$ cat config.mk
export PLATFORM = sky130hd
export DESIGN_NAME = axis_packetizer_flat
export DESIGN_NICKNAME = d
export VERILOG_FILES = /design/src/rtl/axis_packetizer_if.sv /design/src/rtl/axis_packetizer.sv /design/src/flat_wrapper.sv
export SDC_FILE = /design/constraint.sdc
export NUM_CORES = 1
export LEC_CHECK = 0
export ABC_CLOCK_PERIOD_IN_PS = 2950
export BUFFER_PORTS_ARGS = -buffer_cell sky130_fd_sc_hd__buf_2
export CORE_MARGIN = 4
export CORE_UTILIZATION = 49
export CTS_CLUSTER_DIAMETER = 80
export CTS_CLUSTER_SIZE = 10
export DETAILED_ROUTE_END_ITERATION = 12
export HOLD_SLACK_MARGIN = 0.05
export PLACE_DENSITY = 0.76
export SYNTH_ARGS = -nofsm -noshare
export SYNTH_HDL_FRONTEND = slang
export SYNTH_SLANG_ARGS = --single-unit
$ cat constraint.sdc
create_clock -name clk -period 2.95 [get_ports clk]
set_input_delay 0.4425 -clock clk [delete_from_list [all_inputs] [get_ports clk]]
set_output_delay 0.4425 -clock clk [all_outputs]
set_load 0.01 [all_outputs]
$ cat src/rtl/axis_packetizer_if.sv
// rtl/axis_packetizer_if.sv - AXI-Stream bundle (axi_if) used for the packetizer's s/m ports
interface axi_if #(
    parameter int DATA_W = 32,
    parameter int USER_W = 8
);
    logic [DATA_W-1:0] tdata;
    logic [USER_W-1:0] tuser;
    logic              tvalid;
    logic              tready;
    logic              tlast;

    modport master (output tdata, tuser, tvalid, tlast, input tready);
    modport slave  (input tdata, tuser, tvalid, tlast, output tready);
endinterface

$ cat src/rtl/axis_packetizer.sv
// rtl/axis_packetizer.sv - fixed-length AXI-Stream framer with 2-entry skid output stage
// Optional packet counter port pkt_count is enabled by defining PKTZ_STATS_EN.
module axis_packetizer #(
    parameter int DATA_W  = 32,
    parameter int USER_W  = 8,
    parameter int PKT_LEN = 256
) (
    input  logic        clk,
    input  logic        rst,
    axi_if.slave        s_axi_if,
    axi_if.master       m_axi_if
`ifdef PKTZ_STATS_EN
    ,
    output logic [31:0] pkt_count
`endif
);
    localparam int CNT_W  = (PKT_LEN > 1) ? $clog2(PKT_LEN) : 1;
    localparam int BEAT_W = DATA_W + USER_W + 1;

    logic [CNT_W-1:0]  r_cnt;
    logic              r_s_ready;
    logic              r_out_valid;
    logic [BEAT_W-1:0] r_out_beat;
    logic              r_skid_valid;
    logic [BEAT_W-1:0] r_skid_beat;

    logic              w_in_fire;
    logic              w_in_last;
    logic              w_out_free;
    logic [BEAT_W-1:0] w_in_beat;
    logic              w_out_valid_nxt;
    logic [BEAT_W-1:0] w_out_beat_nxt;
    logic              w_skid_valid_nxt;
    logic [BEAT_W-1:0] w_skid_beat_nxt;

    assign w_in_fire  = s_axi_if.tvalid && r_s_ready;
    assign w_in_last  = (r_cnt == CNT_W'(PKT_LEN - 1));
    assign w_in_beat  = {s_axi_if.tdata, s_axi_if.tuser, w_in_last};
    assign w_out_free = !r_out_valid || m_axi_if.tready;

    // r_s_ready mirrors an empty skid, so an accepted beat never meets a full skid
    always_comb begin
        w_out_valid_nxt  = r_out_valid;
        w_out_beat_nxt   = r_out_beat;
        w_skid_valid_nxt = r_skid_valid;
        w_skid_beat_nxt  = r_skid_beat;
        if (w_out_free) begin
            if (r_skid_valid) begin
                w_out_valid_nxt  = 1'b1;
                w_out_beat_nxt   = r_skid_beat;
                w_skid_valid_nxt = 1'b0;
            end else if (w_in_fire) begin
                w_out_valid_nxt = 1'b1;
                w_out_beat_nxt  = w_in_beat;
            end else begin
                w_out_valid_nxt = 1'b0;
            end
        end else if (w_in_fire) begin
            w_skid_valid_nxt = 1'b1;
            w_skid_beat_nxt  = w_in_beat;
        end
    end

    always_ff @(posedge clk or posedge rst) begin
        if (rst) begin
            r_cnt        <= '0;
            r_s_ready    <= 1'b0;
            r_out_valid  <= 1'b0;
            r_out_beat   <= '0;
            r_skid_valid <= 1'b0;
            r_skid_beat  <= '0;
        end else begin
            r_out_valid  <= w_out_valid_nxt;
            r_out_beat   <= w_out_beat_nxt;
            r_skid_valid <= w_skid_valid_nxt;
            r_skid_beat  <= w_skid_beat_nxt;
            r_s_ready    <= !w_skid_valid_nxt;
            if (w_in_fire) begin
                r_cnt <= w_in_last ? '0 : r_cnt + 1'b1;
            end
        end
    end

    assign s_axi_if.tready = r_s_ready;
    assign m_axi_if.tvalid = r_out_valid;
    assign m_axi_if.tdata  = r_out_beat[BEAT_W-1 -: DATA_W];
    assign m_axi_if.tuser  = r_out_beat[USER_W:1];
    assign m_axi_if.tlast  = r_out_beat[0];

`ifdef PKTZ_STATS_EN
    always_ff @(posedge clk or posedge rst) begin
        if (rst) begin
            pkt_count <= '0;
        end else if (r_out_valid && m_axi_if.tready && r_out_beat[0]) begin
            pkt_count <= pkt_count + 32'd1;
        end
    end
`endif
endmodule

$ cat src/flat_wrapper.sv
// flat-port wrapper written by rule: the top's interface ports become plain ports
module axis_packetizer_flat 
#(
    parameter int DATA_W  = 32,
    parameter int USER_W  = 8,
    parameter int PKT_LEN = 256
)
  (clk, rst, s_axi_if_tdata, s_axi_if_tuser, s_axi_if_tvalid, s_axi_if_tlast, s_axi_if_tready, m_axi_if_tdata, m_axi_if_tuser, m_axi_if_tvalid, m_axi_if_tlast, m_axi_if_tready);
  axi_if #(.DATA_W(DATA_W), .USER_W(USER_W)) s_axi_if_i ();
  axi_if #(.DATA_W(DATA_W), .USER_W(USER_W)) m_axi_if_i ();
  input  logic clk;
  input  logic rst;
  input wire logic [$bits(s_axi_if_i.tdata)-1:0] s_axi_if_tdata;
  input wire logic [$bits(s_axi_if_i.tuser)-1:0] s_axi_if_tuser;
  input wire logic [$bits(s_axi_if_i.tvalid)-1:0] s_axi_if_tvalid;
  input wire logic [$bits(s_axi_if_i.tlast)-1:0] s_axi_if_tlast;
  output wire logic [$bits(s_axi_if_i.tready)-1:0] s_axi_if_tready;
  output wire logic [$bits(m_axi_if_i.tdata)-1:0] m_axi_if_tdata;
  output wire logic [$bits(m_axi_if_i.tuser)-1:0] m_axi_if_tuser;
  output wire logic [$bits(m_axi_if_i.tvalid)-1:0] m_axi_if_tvalid;
  output wire logic [$bits(m_axi_if_i.tlast)-1:0] m_axi_if_tlast;
  input wire logic [$bits(m_axi_if_i.tready)-1:0] m_axi_if_tready;
  assign s_axi_if_i.tdata = s_axi_if_tdata;
  assign s_axi_if_i.tuser = s_axi_if_tuser;
  assign s_axi_if_i.tvalid = s_axi_if_tvalid;
  assign s_axi_if_i.tlast = s_axi_if_tlast;
  assign s_axi_if_tready = s_axi_if_i.tready;
  assign m_axi_if_tdata = m_axi_if_i.tdata;
  assign m_axi_if_tuser = m_axi_if_i.tuser;
  assign m_axi_if_tvalid = m_axi_if_i.tvalid;
  assign m_axi_if_tlast = m_axi_if_i.tlast;
  assign m_axi_if_i.tready = m_axi_if_tready;
  axis_packetizer #(.DATA_W(DATA_W), .USER_W(USER_W), .PKT_LEN(PKT_LEN)) u_core (.clk(clk), .rst(rst), .s_axi_if(s_axi_if_i), .m_axi_if(m_axi_if_i));
endmodule
---- Yosys cells after proc, flatten, opt, wreduce, memory -nomap -nowiden ----
Cells that the tools add are included.
storage, ports and cells
  output and inout port bits .............. 43
  bits in registers ....................... 93
  bits of input ports ..................... 45
operators by class
  $add $sub $neg .......................... 1
  bitwise gates (word level) .............. 1
  mux-type cells .......................... 7
  reductions and logical operators ........ 7
  equal/unequal tests ..................... 1
operators with widths
  operator             count
  $mux 41              2
  $add 8x1->8 const B  1
  $eq 8x8->1 const B   1
  $mux 8               1
  $mux 1               4
  $reduce_and 2->1     2
  $logic_not 1->1      2
  $reduce_bool 2->1    1
  $logic_and 1x1->1    1
  $logic_or 1x1->1     1
  $not 1->1            1

---- Longest topological paths before layout ----
Gate-level depths: netlist (run 1).
  depth after elaboration ................. 4
  gate-level depth with buffers ........... 5
  mapped depth without buffers ............ 4

---- Worst setup path after synthesis (run 1) ----
OpenSTA, ideal clock, no wires.
  path type ............................... input port to flip-flop
  start point ............................. in m_axi_if_tready
  end point ............................... reg u_core.r_out_beat[29]
  arrival time ............................ 1352 ps
  data required time ...................... 2825 ps
  setup slack ............................. 1473 ps
  buffers on the path ..................... 1
  stages .................................. 4
  path through ............................ and2b_2 nor2_4 buf_6 mux2_2
on the way
  cells in the longest elaborated chain, start to end .. 2
RTL lines
  item                        RTL line               RTL
  start, declared             flat_wrapper.sv:22     input wire logic [$bits(m_axi_if_i.tready)-1:0] m_axi_if_tready;
  $logic_or 1x1->1            axis_packetizer.sv:39  assign w_out_free = !r_out_valid || m_axi_if.tready;
  $reduce_and 2->1 (no line)  --
  end signal, assigned        axis_packetizer.sv:74  r_out_beat <= w_out_beat_nxt;
  end, declared               axis_packetizer.sv:23  logic [BEAT_W-1:0] r_out_beat;
No other way between the ends.
A chain may end at the register's enable or synchronous reset.

---- Final worst setup path (run 1) ----
  start point ............................. reg u_core.r_s_ready, in the netlist u_core.s_axi_if.tready
  end point ............................... reg u_core.r_skid_beat[21]
on the way
  cells in the longest elaborated chain, start to end .. 2
RTL lines
  item                        RTL line               RTL
  start, declared             axis_packetizer.sv:21  logic r_s_ready;
  start signal, assigned      axis_packetizer.sv:77  r_s_ready <= !w_skid_valid_nxt;
  $logic_and 1x1->1           axis_packetizer.sv:36  assign w_in_fire = s_axi_if.tvalid && r_s_ready;
  $reduce_and 2->1 (no line)  --
  end signal, assigned        axis_packetizer.sv:76  r_skid_beat <= w_skid_beat_nxt;
  end, declared               axis_packetizer.sv:25  logic [BEAT_W-1:0] r_skid_beat;
No other way between the ends.

==> results of run 1 <==
## cell families after synthesis
family,count (synthesis)
fa+ha+maj,1
compound gates,11
buf+inv,17
mux,122
simple gates,22
xor+xnor,3
flops,93
## synthesized netlist by cell type
| cell type | count | area (um^2) |
|---|---|---|
| sky130_fd_sc_hd__a2111oi_0 | 1 | 8.760 |
| sky130_fd_sc_hd__a21oi_1 | 3 | 15.01 |
| sky130_fd_sc_hd__a21oi_2 | 1 | 8.760 |
| sky130_fd_sc_hd__a22o_1 | 1 | 8.760 |
| sky130_fd_sc_hd__and2b_2 | 1 | 8.760 |
| sky130_fd_sc_hd__and4_2 | 1 | 10.01 |
| sky130_fd_sc_hd__buf_2 | 3 | 15.01 |
| sky130_fd_sc_hd__buf_6 | 10 | 112.6 |
| sky130_fd_sc_hd__dfrtp_1 | 93 | 2327 |
| sky130_fd_sc_hd__ha_1 | 1 | 12.51 |
| sky130_fd_sc_hd__inv_1 | 4 | 15.01 |
| sky130_fd_sc_hd__mux2_1 | 5 | 56.30 |
| sky130_fd_sc_hd__mux2_2 | 117 | 1318 |
| sky130_fd_sc_hd__nand2_1 | 6 | 22.52 |
| sky130_fd_sc_hd__nand2b_1 | 2 | 12.51 |
| sky130_fd_sc_hd__nand3_1 | 3 | 15.01 |
| sky130_fd_sc_hd__nand3_4 | 1 | 17.52 |
| sky130_fd_sc_hd__nand4_1 | 3 | 18.77 |
| sky130_fd_sc_hd__nor2_4 | 1 | 11.26 |
| sky130_fd_sc_hd__nor4_2 | 1 | 12.51 |
| sky130_fd_sc_hd__o21ai_0 | 3 | 15.01 |
| sky130_fd_sc_hd__o311ai_0 | 1 | 8.760 |
| sky130_fd_sc_hd__o41ai_1 | 1 | 8.760 |
| sky130_fd_sc_hd__or3_1 | 3 | 18.77 |
| sky130_fd_sc_hd__xnor2_1 | 3 | 26.28 |
## critical path: stages, from the launching register on
cell	delay (ns)
sky130_fd_sc_hd__dfrtp_1	0.57
sky130_fd_sc_hd__nand3_4	0.58
sky130_fd_sc_hd__mux2_1	0.52
## final cells by class
class	count	area [um^2]	share of cell area [%]
clock buffers	12	155.1	3.232
clock inverters	4	55.05	1.147
inverters	4	16.27	0.3388
multi-input cells	159	1634	34.04
flip-flops and latches	93	2328	48.50
well taps	105	131.4	2.737
repair buffers	91	480.5	10.01
## per-layer routing
layer / up-vias / part of all wire [%]
li1: 1141 / -
met1: 1218 / 44
met2: 44 / 50
met3: 7 / 5.0
met4: 0 / 1.2
met5: - / 0
## registers in the layout (all words and copies together) (netlist names)
name,count
u_core.m_axi_if.tvalid,1
u_core.r_cnt,8
u_core.r_out_beat,41
u_core.r_skid_beat,41
u_core.r_skid_valid,1
u_core.s_axi_if.tready,1
## worst max-delay path by stage
stage	endpoint	start	cells past startpoint
after global routing	u_core.r_skid_beat[21]	u_core.s_axi_if.tready	2
after detailed placement	u_core.r_skid_beat[21]	m_axi_if_tready	4
after CTS	u_core.r_skid_beat[21]	u_core.s_axi_if.tready	2
final	u_core.r_skid_beat[21]	u_core.s_axi_if.tready	2
after global placement	u_core.r_skid_beat[21]	m_axi_if_tready	4
after floorplan	u_core.m_axi_if.tvalid	rst	1
## where the power goes
part / internal, mW / switching, mW
logic: 0.542 / 0.406
registers: 1.65 / 0.213
clock network: 0.444 / 0.434
total: 2.64 / 1.05
==> impl_results.rst, run 1 <==
.. list-table::
   :header-rows: 1

   * - Metric
     - Value
   * - Area of the mapped netlist
     - between 0.004 and 0.005 mm^2
   * - Number of endpoints failing setup at the final stage
     - 0
   * - Mean Syn Cell Area
     - 15.26 um^2
   * - Worst reg2reg startpoint
     - u_core.s_axi_if.tready
   * - Post-route cell area
     - 0.004801 mm^2
   * - Compound-cell area share of the yosys netlist
     - under 10%
   * - Req. time, crit path
     - ~3.2 ns
   * - # port buffers
     - 86
   * - Post-route core utilization
     - about three fifths
   * - Part of the Yosys area used for sequential elements
     - between 50% and 60%
   * - Die span in y
     - approximately 100 um
   * - Relative slew slack
     - approximately 57%
   * - Total CTS buffers
     - 9
   * - Kind of critical path
     - register to register
   * - Worst Hold Class
     - primary input to async pin
   * - Count of nets after finishing
     - between 400 and 500
   * - Crit path capture type
     - register
   * - Simple-gate area share of the yosys netlist
     - approximately 3.6%
   * - Number of detailed-routing iterations run before antenna repair
     - 4
   * - GR Util met1
     - between 10% and 20%
   * - First-pass GRT wire length
     - 12.25 mm
   * - Fraction of the mapped netlist area in adder cells
     - less than 1%
   * - Met3 GRT Util
     - 3.997%
   * - Multiplexer area fraction after synthesis
     - 33.48%
   * - Synthesis warning total
     - 0
   * - Number of nets with antenna violations after routing
     - 0
   * - Post-DR vias/cell
     - 5.150
   * - Total of hold buffers inserted after clock tree synthesis
     - 0
   * - Transition time at the pin with the least slew margin
     - around 0.64 ns
   * - Count of inserted antenna diode cells
     - 0
   * - IR Drop Worst-Case VDD
     - approximately 0.43 mV
   * - Remaining routing DRC violations
     - 0
   * - Busiest grt layer
     - met2
   * - Endpoint arrival time on the critical path
     - approximately 2 ns
   * - Via count of the first global-routing pass
     - roughly 2,600
   * - Part of the cycle the worst path needs
     - 60.57%
   * - Setup repair after global routing missed its margin
     - no
   * - Distinct cells, synth
     - 25
   * - FMAX
     - between 0.5 and 0.6 GHz
   * - DRT Wirelength
     - approximately 7.3 mm
   * - I/O pin cnt
     - just under 90
   * - Post-synthesis xor/xnor area fraction
     - less than 1%
   * - Most frequent cells in the layout
     - sky130_fd_sc_hd__mux2_2 (117), sky130_fd_sc_hd__dfrtp_1 (92), sky130_fd_sc_hd__buf_2 (86)
   * - Number of cells after detailed placement
     - approximately 450
   * - CP Max Fanout
     - 41
   * - Max Transition Viols Final
     - 0
   * - Clock tree sinks
     - 93
   * - Placed wire-length estimate
     - 5.014 mm
   * - CTS max path bufs
     - 2
   * - Number of antenna violations at the first check in global routing
     - 0
   * - Final hold vios
     - 0
   * - Internal reg-to-reg setup slack
     - between 1 and 1.5 ns
   * - Aggregate negative setup slack
     - 0 ns
   * - Final Worst Setup Slack
     - 1.163 ns
   * - Reg2Reg Capture Point
     - u_core.r_skid_beat[21]
   * - Post-CTS resize count
     - 0
   * - Non-filler instance count after layout
     - 468
   * - Total power draw
     - between 3 and 4 mW
   * - Number of violations of the max-capacitance limit
     - 0
   * - Result of the run
     - completed
   * - Starting utilization of the core area
     - between 50% and 60%
   * - Postcts setup bufs
     - 0
   * - Post-synthesis instance total
     - 269
   * - Worst r2r path cells
     - 2
   * - Leakage power summed over all cells
     - ~2.1 nW
   * - Die area
     - between 0.009 and 0.01 mm^2
   * - H-tree levels
     - 3
   * - Clock period minus worst slack
     - between 1.5 and 2 ns
   * - GRT Overall Usage
     - ~16%
   * - Setup skew after layout
     - around 0.0084 ns
   * - Die X-Extent
     - between 90 and 100 um
   * - Layout cell share with drive strength beyond 1
     - 63.64%
   * - Synthesis-to-layout area growth
     - 16.98%
   * - Critical Path Start Type
     - register
   * - Total via count in the routed design
     - between 2,000 and 2,500
   * - Routability Congestion
     - between 0.7 and 0.8
   * - Dominant combinational cell family by area after synthesis
     - multiplexers
   * - Largest net degree at the start of global routing
     - 60
   * - Violation count after the first detailed-routing iteration
     - 38
   * - Fill cell count
     - around 680
   * - Root Buffer Master
     - sky130_fd_sc_hd__clkbuf_8
   * - Total power per unit cell area
     - between 700 and 800 mW/mm^2
   * - Commonest non-fill, non-tap cell in the layout
     - sky130_fd_sc_hd__mux2_2
   * - Instance area at placement
     - about 0.0046 mm^2
   * - Std-Cell Core Area
     - 0.008175 mm^2
   * - Global Route met2 Usage
     - 26.81%
   * - Dpl ws
     - approximately 0.9 ns
   * - TritonCTS clock tree
     - yes
   * - Worst hold margin
     - 0.1385 ns
   * - Number of storage elements in the synthesis netlist
     - 93
   * - Remaining global-route overflow
     - 0
   * - Post-detailed-route wirelength per cell
     - approximately 16 um
   * - Clock transition time at the flip-flop clock pins of the worst setup and hold paths
     - 0.08 ns
   * - Core Rows
     - 33
   * - Clock latency on the worst-skew pair
     - between 0.3 and 0.4 ns
   * - Synth Net Count
     - 315
Power figures use the tool's default switching activity.
==> inputs of run 2 (changes only) <==
ABC_CLOCK_PERIOD_IN_PS = 1400   (was 2950)
clock period = 1.4 ns   (was 2.95 ns; I/O delays follow)
==> run 2 against run 1 <==
The flow now finishes with violations (setup timing). First-iteration DRC count up 76%. Fmax up 22%. Combinational power rose to 2.6 times the previous value. Sequential power up 110%. Via count up 4.6%. Clock skew down 0.0011 ns. Power up 120%. Cell count up 2.8%.
==> impl_results.rst, run 2 (same netlist as run 1, synthesis figures left out) <==
.. list-table::
   :header-rows: 1

   * - Metric
     - Value
   * - Number of violations of the max-capacitance limit
     - 0 (unchanged)
   * - Top Registers
     - u_core.r_out_beat: 41 flops, u_core.r_skid_beat: 41 flops, u_core.r_cnt: 8 flops
   * - Delay contributed by the slowest stage of the critical path
     - 0.38 ns (-0.20 ns)
   * - Std-Cell Core Area
     - 0.008175 mm^2 (unchanged)
   * - Number of endpoints failing setup at the final stage
     - 61 (+61)
   * - Dpl ws
     - -0.05226 ns (-0.9633 ns)
   * - Root Buffer Master
     - sky130_fd_sc_hd__clkbuf_8
   * - Cell family contributing the most delay on the critical path
     - simple AND/OR/NAND/NOR gates
   * - Post-route core utilization
     - 63.58% (+4.9 points)
   * - Number of nets with antenna violations after routing
     - 0 (unchanged)
   * - Clock network fraction of design power
     - 21.7% (-2.1 points)
   * - Transition time at the pin with the least slew margin
     - 0.4021 ns (-0.2367 ns)
   * - TritonCTS clock tree
     - yes
   * - Clock transition time at the flip-flop clock pins of the worst setup and hold paths
     - 0.09 ns (about the same)
   * - Count of inserted antenna diode cells
     - 0 (unchanged)
   * - Relative slew slack
     - 73.14% (+16 points)
   * - Endpoint arrival time on the critical path
     - 1.70 ns (-0.31 ns)
   * - Internal cell power
     - 5.789 mW (+120%)
   * - Clock period minus worst slack
     - 1.465 ns (-0.3214 ns)
   * - Number of detailed-routing iterations run before antenna repair
     - 4 (unchanged)
   * - Post-detailed-route wirelength per cell
     - 17.23 um (+11%)
   * - First-pass GRT wire length
     - 12.97 mm (+5.9%)
   * - Crit path capture type
     - register
   * - Die area
     - 0.009903 mm^2 (unchanged)
   * - Slowest stage cell, crit path
     - sky130_fd_sc_hd__dfrtp_1
   * - Clock latency on the worst-skew pair
     - 0.35 ns (about the same)
   * - H-tree levels
     - 3 (unchanged)
   * - Total power per unit cell area
     - 1576 mW/mm^2 (+100%)
   * - Fill cell count
     - 636 (-6.1%)
   * - Synthesis-to-layout area growth
     - 26.65%
   * - Remaining routing DRC violations
     - 0 (unchanged)
   * - Starting utilization of the core area
     - 50.20% (unchanged)
   * - Setup repair after global routing missed its margin
     - yes
   * - Net switching power of the design
     - 2.404 mW (+130%)
   * - Layout cell share with drive strength beyond 1
     - 65.96% (+2.3 points)
   * - Max Transition Viols Final
     - 0 (unchanged)
   * - Setup skew after layout
     - 0.007311 ns (-0.001083 ns)
   * - Remaining global-route overflow
     - 0 (unchanged)
   * - Part of the cycle the worst path needs
     - 104.7% (+44 points)
   * - DRT Wirelength
     - 8.287 mm (+14%)
   * - Total CTS buffers
     - 9 (unchanged)
   * - Number of antenna violations at the first check in global routing
     - 0 (unchanged)
   * - Most frequent cells in the layout
     - sky130_fd_sc_hd__dfrtp_1 (91), sky130_fd_sc_hd__buf_2 (86), sky130_fd_sc_hd__mux2_2 (75)
   * - Reg power frac
     - 48.5% (-2.1 points)
   * - Worst Hold Class
     - primary input to register
   * - Post-DR vias/cell
     - 5.243 (+1.8%)
   * - Kind of critical path
     - register to register
   * - Leakage power summed over all cells
     - 2.453 nW (+14%)
   * - Critical Path Start Type
     - register
   * - Instance area at placement
     - 0.004742 mm^2 (+3.3%)
   * - Switch share
     - 29.34% (+0.81 points)
   * - Result of the run
     - finished, violations left
   * - Final hold vios
     - 0 (unchanged)
   * - Violated checks
     - setup timing
   * - IR Drop Worst-Case VDD
     - 0.9658 mV (+130%)
   * - Req. time, crit path
     - 1.64 ns (-1.54 ns)
   * - Internal reg-to-reg setup slack
     - -0.07 ns (-1.23 ns)
   * - Clock tree sinks
     - 93 (unchanged)
   * - Count of nets after finishing
     - 417 (+3.2%)
   * - Die span in y
     - 99.52 um (unchanged)
   * - GRT Overall Usage
     - 16.70% (+0.90 points)
   * - CTS max path bufs
     - 2 (unchanged)
   * - I/O pin cnt
     - 88 (unchanged)
   * - Post-route cell area
     - 0.005197 mm^2 (+8.3%)
   * - # port buffers
     - 86 (unchanged)
   * - Multi-input gate area
     - 0.001814 mm^2 (+11%)
   * - Total via count in the routed design
     - 2,522 (+4.6%)
   * - Largest net degree at the start of global routing
     - 42 (-30%)
   * - Commonest non-fill, non-tap cell in the layout
     - sky130_fd_sc_hd__dfrtp_1
   * - Gate power share
     - 29.8% (+4.1 points)
   * - Count of buffering cells on the critical path with inverters included
     - 1 (+1)
   * - FMAX
     - 0.6825 GHz (+22%)
   * - Final Worst Setup Slack
     - -0.06526 ns (-1.229 ns)
   * - Via count of the first global-routing pass
     - 2,766 (+6.8%)
   * - Ordered list of cells on the worst path
     - and2b_2 -> nor2_4 -> buf_12 -> mux2_2
   * - Die X-Extent
     - 99.52 um (unchanged)
   * - Violation count after the first detailed-routing iteration
     - 67 (+76%)
   * - Placed wire-length estimate
     - 5.326 mm (+6.2%)
   * - Routability Congestion
     - 0.7388 (-1.1%)
   * - FF+latch area
     - 0.002330 mm^2 (about the same)
   * - Aggregate negative setup slack
     - -1.902 ns (-1.902 ns)
   * - CP Max Fanout
     - 24 (-41%)
   * - Core Rows
     - 33 (unchanged)
==> run 2: power by group through the flow <==
stage	Clock, mW	Combinational [mW]	Sequential [mW]
2_1_floorplan	0	1.22	4.09
3_3_place_gp	0	2.08	3.93
3_5_place_dp	0	2.16	3.99
4_1_cts	1.85	2.17	3.95
5_1_grt	1.95	2.65	4.09
6_report	1.78	2.44	3.97
==> run 2: path summary, 6_finish.rpt <==
| check | depth (start not counted) | to | startpoint |
|---|---|---|---|
| min reg2reg | 1 | u_core.r_cnt[6] | u_core.r_cnt[6] |
| max reg2reg | 4 | u_core.r_out_beat[22] | u_core.m_axi_if.tvalid |
| min | 2 | u_core.r_skid_beat[21] | s_axi_if_tdata[12] |
| max | 4 | u_core.r_out_beat[22] | u_core.m_axi_if.tvalid |
| max in group asynchronous | 4 | u_core.r_skid_valid | rst |
| min in group asynchronous | 3 | u_core.r_out_beat[37] | rst |
==> run 2: cell type report <==
class | instances | share of cell area [%]
clock buffers | 9 | 2.383
clock inverters | 7 | 1.396
inverters | 4 | 0.3611
multi-input cells | 159 | 34.91
flip-flops and latches | 93 | 44.82
well taps | 105 | 2.528
repair buffers | 104 | 13.60
==> run 2: what timing repair did <==
action                                 in CTS  in global routing
setup buffers                               0                  1
endpoints found under the hold margin      14                  0
hold buffers                                1                  0
setup endpoints to repair                  39                 83
gates resized for setup                     1                 47
gates cloned                                0                  3
pin swaps                                   0                  1
==> run 2: worst register-to-register path: stages, from the launching register on <==
cell and delay [ns]:
sky130_fd_sc_hd__dfrtp_1 0.38, sky130_fd_sc_hd__and2b_2 0.24, sky130_fd_sc_hd__nor2_4 0.15, sky130_fd_sc_hd__buf_12 0.20
sky130_fd_sc_hd__mux2_2 0.37
==> run 2: routing by layer <==
| metal | vias up | global-route usage (%) | wire length (um) |
|---|---|---|---|
| met2 | 66 | 29.24 | 4015 |
| met5 | - | 0 | 0 |
| met4 | 0 | 6.933 | 136 |
| li1 | 1176 | - | - |
| met1 | 1268 | 19.39 | 3708 |
| met3 | 12 | 4.418 | 428 |
==> run 2: per-stage QoR <==
stage | power [mW] | std cells | hold slack [ns]
after global placement | 6.006 | 460 | 0.2228
final | 8.193 | 481 | 0.07975
after floorplan | 5.310 | 269 | 0.3417
after global routing | 8.683 | 481 | 0.06003
after detailed placement | 6.152 | 460 | 0.2263
after CTS | 7.967 | 477 | 0.06114
==> inputs of run 3 (changes only) <==
ABC_AREA = 1   (was unset)
==> run 3 against run 2 <==
The flow now finishes without violations. First-iteration DRC count up 49%. Power decreased by 0.83%. Non-clock buffer count is 6 lower. Sequential cell count is the same. Global-route usage grew 1.3 points. Count of clock-buffer cells in the layout up 1. Critical endpoint is now u_core.r_out_beat[39].
==> impl_results.rst, run 3 <==
.. list-table::
   :header-rows: 1

   * - Metric
     - Value
   * - Post-synthesis instance total
     - 463 (+72%)
   * - GR Util met1
     - 23.85% (+4.5 points)
   * - Worst Hold Class
     - primary input to register
   * - Delay contributed by the slowest stage of the critical path
     - 0.39 ns (about the same)
   * - First-pass GRT wire length
     - 14.41 mm (+11%)
   * - Number of storage elements in the synthesis netlist
     - 93 (unchanged)
   * - Compound-cell area share of the yosys netlist
     - 13.70% (+12 points)
   * - Total power per unit cell area
     - 1658 mW/mm^2 (+5.2%)
   * - Kind of critical path
     - register to register
   * - Leakage power summed over all cells
     - 2.759 nW (+12%)
   * - Commonest non-fill, non-tap cell in the layout
     - sky130_fd_sc_hd__nand2_1
   * - Die span in y
     - 99.38 um (-0.14%)
   * - Req. time, crit path
     - 1.69 ns (+0.05 ns)
   * - Synth Flop Type
     - sky130_fd_sc_hd__dfrtp_1
   * - # port buffers
     - 86 (unchanged)
   * - Relative slew slack
     - 75.87% (+2.7 points)
   * - Aggregate negative setup slack
     - 0 ns (+1.902 ns)
   * - Synthesis warning total
     - 0 (unchanged)
   * - Post-detailed-route wirelength per cell
     - 12.77 um (-26%)
   * - Crit path capture type
     - register
   * - Core Rows
     - 33 (unchanged)
   * - Non-filler instance count after layout
     - 657 (+37%)
   * - Transition time at the pin with the least slew margin
     - 0.3612 ns (-0.04093 ns)
   * - DRT Wirelength
     - 8.392 mm (+1.3%)
   * - Simple-gate area share of the yosys netlist
     - 19.39% (+16 points)
   * - Via count of the first global-routing pass
     - 3,173 (+15%)
   * - Part of the Yosys area used for sequential elements
     - 56.88% (+0.17 points)
   * - Total CTS buffers
     - 9 (unchanged)
   * - Ordered list of cells on the worst path
     - nand2_2 -> nand2_2 -> nand2_4 -> inv_6 -> o211ai_1 -> nand2_1
   * - Mean Syn Cell Area
     - 8.837 um^2 (-42%)
   * - Part of the cycle the worst path needs
     - 94.66% (-10 points)
   * - Setup skew after layout
     - 0.01260 ns (+0.005288 ns)
   * - Post-route core utilization
     - 59.95% (-3.6 points)
   * - Critical Path Start Type
     - register
   * - List of most frequent post-synthesis cells
     - sky130_fd_sc_hd__nand2_1 (182), sky130_fd_sc_hd__dfrtp_1 (93), sky130_fd_sc_hd__inv_1 (53)
   * - Distinct cells, synth
     - 20 (-20%)
   * - Std-Cell Core Area
     - 0.008175 mm^2 (unchanged)
   * - CTS max path bufs
     - 2 (unchanged)
   * - Layout cell share with drive strength beyond 1
     - 24.46% (-42 points)
   * - Most repeated cell in the gate-level netlist after synthesis
     - sky130_fd_sc_hd__nand2_1
   * - Synthesis-to-layout area growth
     - 19.79%
   * - Count of inserted antenna diode cells
     - 0 (unchanged)
   * - Area share of the leading cell type in the synthesized netlist
     - 56.88% (+0.17 points)
   * - Starting utilization of the core area
     - 50.05% (-0.15 points)
   * - FMAX
     - 0.7546 GHz (+11%)
   * - Number of detailed-routing iterations run before antenna repair
     - 4 (unchanged)
   * - Routability Congestion
     - 0.7548 (+2.2%)
   * - I/O pin cnt
     - 88 (unchanged)
   * - IR Drop Worst-Case VDD
     - 0.6619 mV (-31%)
   * - Count of nets after finishing
     - 593 (+42%)
   * - Number of nets with antenna violations after routing
     - 0 (unchanged)
   * - Dominant combinational cell family by area after synthesis
     - simple AND/OR/NAND/NOR gates
   * - Fraction of registers with async set or reset after synthesis
     - 100.0% (unchanged)
   * - Final hold vios
     - 0 (unchanged)
   * - Most numerous cell on the critical path
     - sky130_fd_sc_hd__nand2_2
   * - Worst hold margin
     - 0.1044 ns (+0.02461 ns)
   * - Met3 GRT Util
     - 4.909% (+0.49 points)
   * - Total power draw
     - 8.125 mW (-0.83%)
   * - Multiplexer area fraction after synthesis
     - 0% (-33 points)
   * - Largest cells by area after synthesis
     - sky130_fd_sc_hd__dfrtp_1 (57%), sky130_fd_sc_hd__nand2_1 (17%), sky130_fd_sc_hd__o211ai_1 (5.5%)
   * - Global Route met2 Usage
     - 29.44% (+0.21 points)
   * - Slowest stage cell, crit path
     - sky130_fd_sc_hd__dfrtp_1
   * - H-tree levels
     - 3 (unchanged)
   * - Clock tree sinks
     - 93 (unchanged)
   * - Count of buffering cells on the critical path with inverters included
     - 1 (unchanged)
   * - Most frequent cells in the layout
     - sky130_fd_sc_hd__nand2_1 (182), sky130_fd_sc_hd__dfrtp_1 (93), sky130_fd_sc_hd__buf_2 (86)
   * - Post-synth EDFFs
     - 0 (unchanged)
   * - Busiest grt layer
     - met2
   * - Post-DR vias/cell
     - 4.890 (-6.7%)
   * - Fraction of the mapped netlist area in adder cells
     - 0.3058% (+0.00093 points)
   * - Number of violations of the max-capacitance limit
     - 0 (unchanged)
   * - Max Transition Viols Final
     - 0 (unchanged)
   * - Die area
     - 0.009875 mm^2 (-0.28%)
   * - Number of cells after detailed placement
     - 640 (+39%)
   * - Cell family contributing the most delay on the critical path
     - simple AND/OR/NAND/NOR gates
   * - Violation count after the first detailed-routing iteration
     - 100 (+49%)
   * - Placed wire-length estimate
     - 5.665 mm (+6.4%)
   * - Number of antenna violations at the first check in global routing
     - 0 (unchanged)
   * - Clock period minus worst slack
     - 1.325 ns (-0.1400 ns)
   * - CP Max Fanout
     - 40 (+67%)
   * - Largest net degree at the start of global routing
     - 49 (+17%)
   * - Postcts setup bufs
     - 0 (unchanged)
   * - Die X-Extent
     - 99.38 um (-0.14%)
   * - Library cell with the largest summed area after synthesis
     - sky130_fd_sc_hd__dfrtp_1
   * - Post-synthesis xor/xnor area fraction
     - 0.8563% (+0.22 points)
   * - Synth Net Count
     - 509 (+62%)
   * - Clock transition time at the flip-flop clock pins of the worst setup and hold paths
     - 0.10 ns (about the same)
   * - Area of the mapped netlist
     - 0.004091 mm^2 (-0.30%)
   * - Setup repair after global routing missed its margin
     - no
   * - Total via count in the routed design
     - 3,213 (+27%)
   * - Remaining routing DRC violations
     - 0 (unchanged)
   * - Result of the run
     - completed
   * - TritonCTS clock tree
     - yes
   * - Top Registers
     - u_core.r_out_beat: 41 flops, u_core.r_skid_beat: 41 flops, u_core.r_cnt: 8 flops
   * - Root Buffer Master
     - sky130_fd_sc_hd__clkbuf_8
   * - GRT Overall Usage
     - 17.96% (+1.3 points)
   * - Number of endpoints failing setup at the final stage
     - 0 (-100%)
   * - Endpoint arrival time on the critical path
     - 1.62 ns (-0.08 ns)
   * - Internal reg-to-reg setup slack
     - 0.07 ns (+0.14 ns)
   * - Remaining global-route overflow
     - 0 (unchanged)
   * - Clock latency on the worst-skew pair
     - 0.35 ns (about the same)
-- run 3: cell count changes in the layout (fill, tap and decap cells not counted), sizes merged, moves of 2 or more --
cell,change
inv,+50
nand2,+180
o21ai,+39
nor2,+9
nand2b,-2
o211ai,+40
mux2,-122
buf,-4
a21oi,-4
nand4,-3
or3,-3
nand3,+2
-- run 3: kinds of logic (layout without fill, tap and decap cells) --
logic type,after synthesis,count (layout)
simple gates,202,202
flops,93,93
compound gates,82,82
buf+inv,81,170
xor+xnor,4,4
fa+ha+maj,1,1
-- run 3: final cells by class --
cell class	instances	area, um^2
timing repair buffer	98	598.1
multi-input combinational	289	1401
tap	105	131.4
clock buffer	10	137.6
sequential	93	2327
fill	735	3274
inverter	56	219.0
clock inverter	6	86.33
-- run 3: worst paths after layout --
kind	cells past startpoint	startpoint	end
hold reg to reg	1	u_core.r_cnt[4]	u_core.r_cnt[4]
hold / removal	3	s_axi_if_tuser[6]	u_core.r_skid_beat[7]
max in group asynchronous	4	rst	u_core.r_out_beat[6]
min in group asynchronous	3	rst	u_core.r_out_beat[15]
setup / recovery	6	u_core.s_axi_if.tready	u_core.r_out_beat[39]
setup reg to reg	6	u_core.s_axi_if.tready	u_core.r_out_beat[39]
-- run 3: routing by layer --
| layer | part of all wire, % | vias up | wire length (um) |
|---|---|---|---|
| met2 | 47 | 79 | 3934 |
| li1 | - | 1623 | - |
| met1 | 46 | 1502 | 3900 |
| met5 | 0 | - | 0 |
| met3 | 5.5 | 9 | 463 |
| met4 | 1.1 | 0 | 93 |
-- run 3: worst reg2reg max path, delay by kind of cell (launching register included) --
family	cells	cell delay (ns)
AND/OR/NAND/NOR	4	0.41
flip-flops	1	0.39
AO/OA/AOI/OAI	1	0.20
buffers and inverters	1	0.28
-- run 3: stage by stage --
| stage | area [um^2] | setup slack, ns |
|---|---|---|
| floorplan | 4095 | 0.09831 |
| global placement | 4664 | 0.07026 |
| detailed placement | 4664 | 0.01408 |
| CTS | 4901 | 0.07556 |
| global route | 4901 | 0.01127 |
| finish | 4901 | 0.07472 |
-- run 3: what timing repair did --
| item | in CTS | in global routing |
|---|---|---|
| gates resized for setup | 1 | 0 |
| hold buffers | 1 | 0 |
| setup endpoints to repair | 1 | 0 |
| hold endpoints to repair | 8 | 0 |
-- run 3: power by group --
part	internal [mW]	switching [mW]	total [mW]
registers	3.52	0.478	4.00
logic	0.885	1.26	2.14
clock network	1.05	0.931	1.98
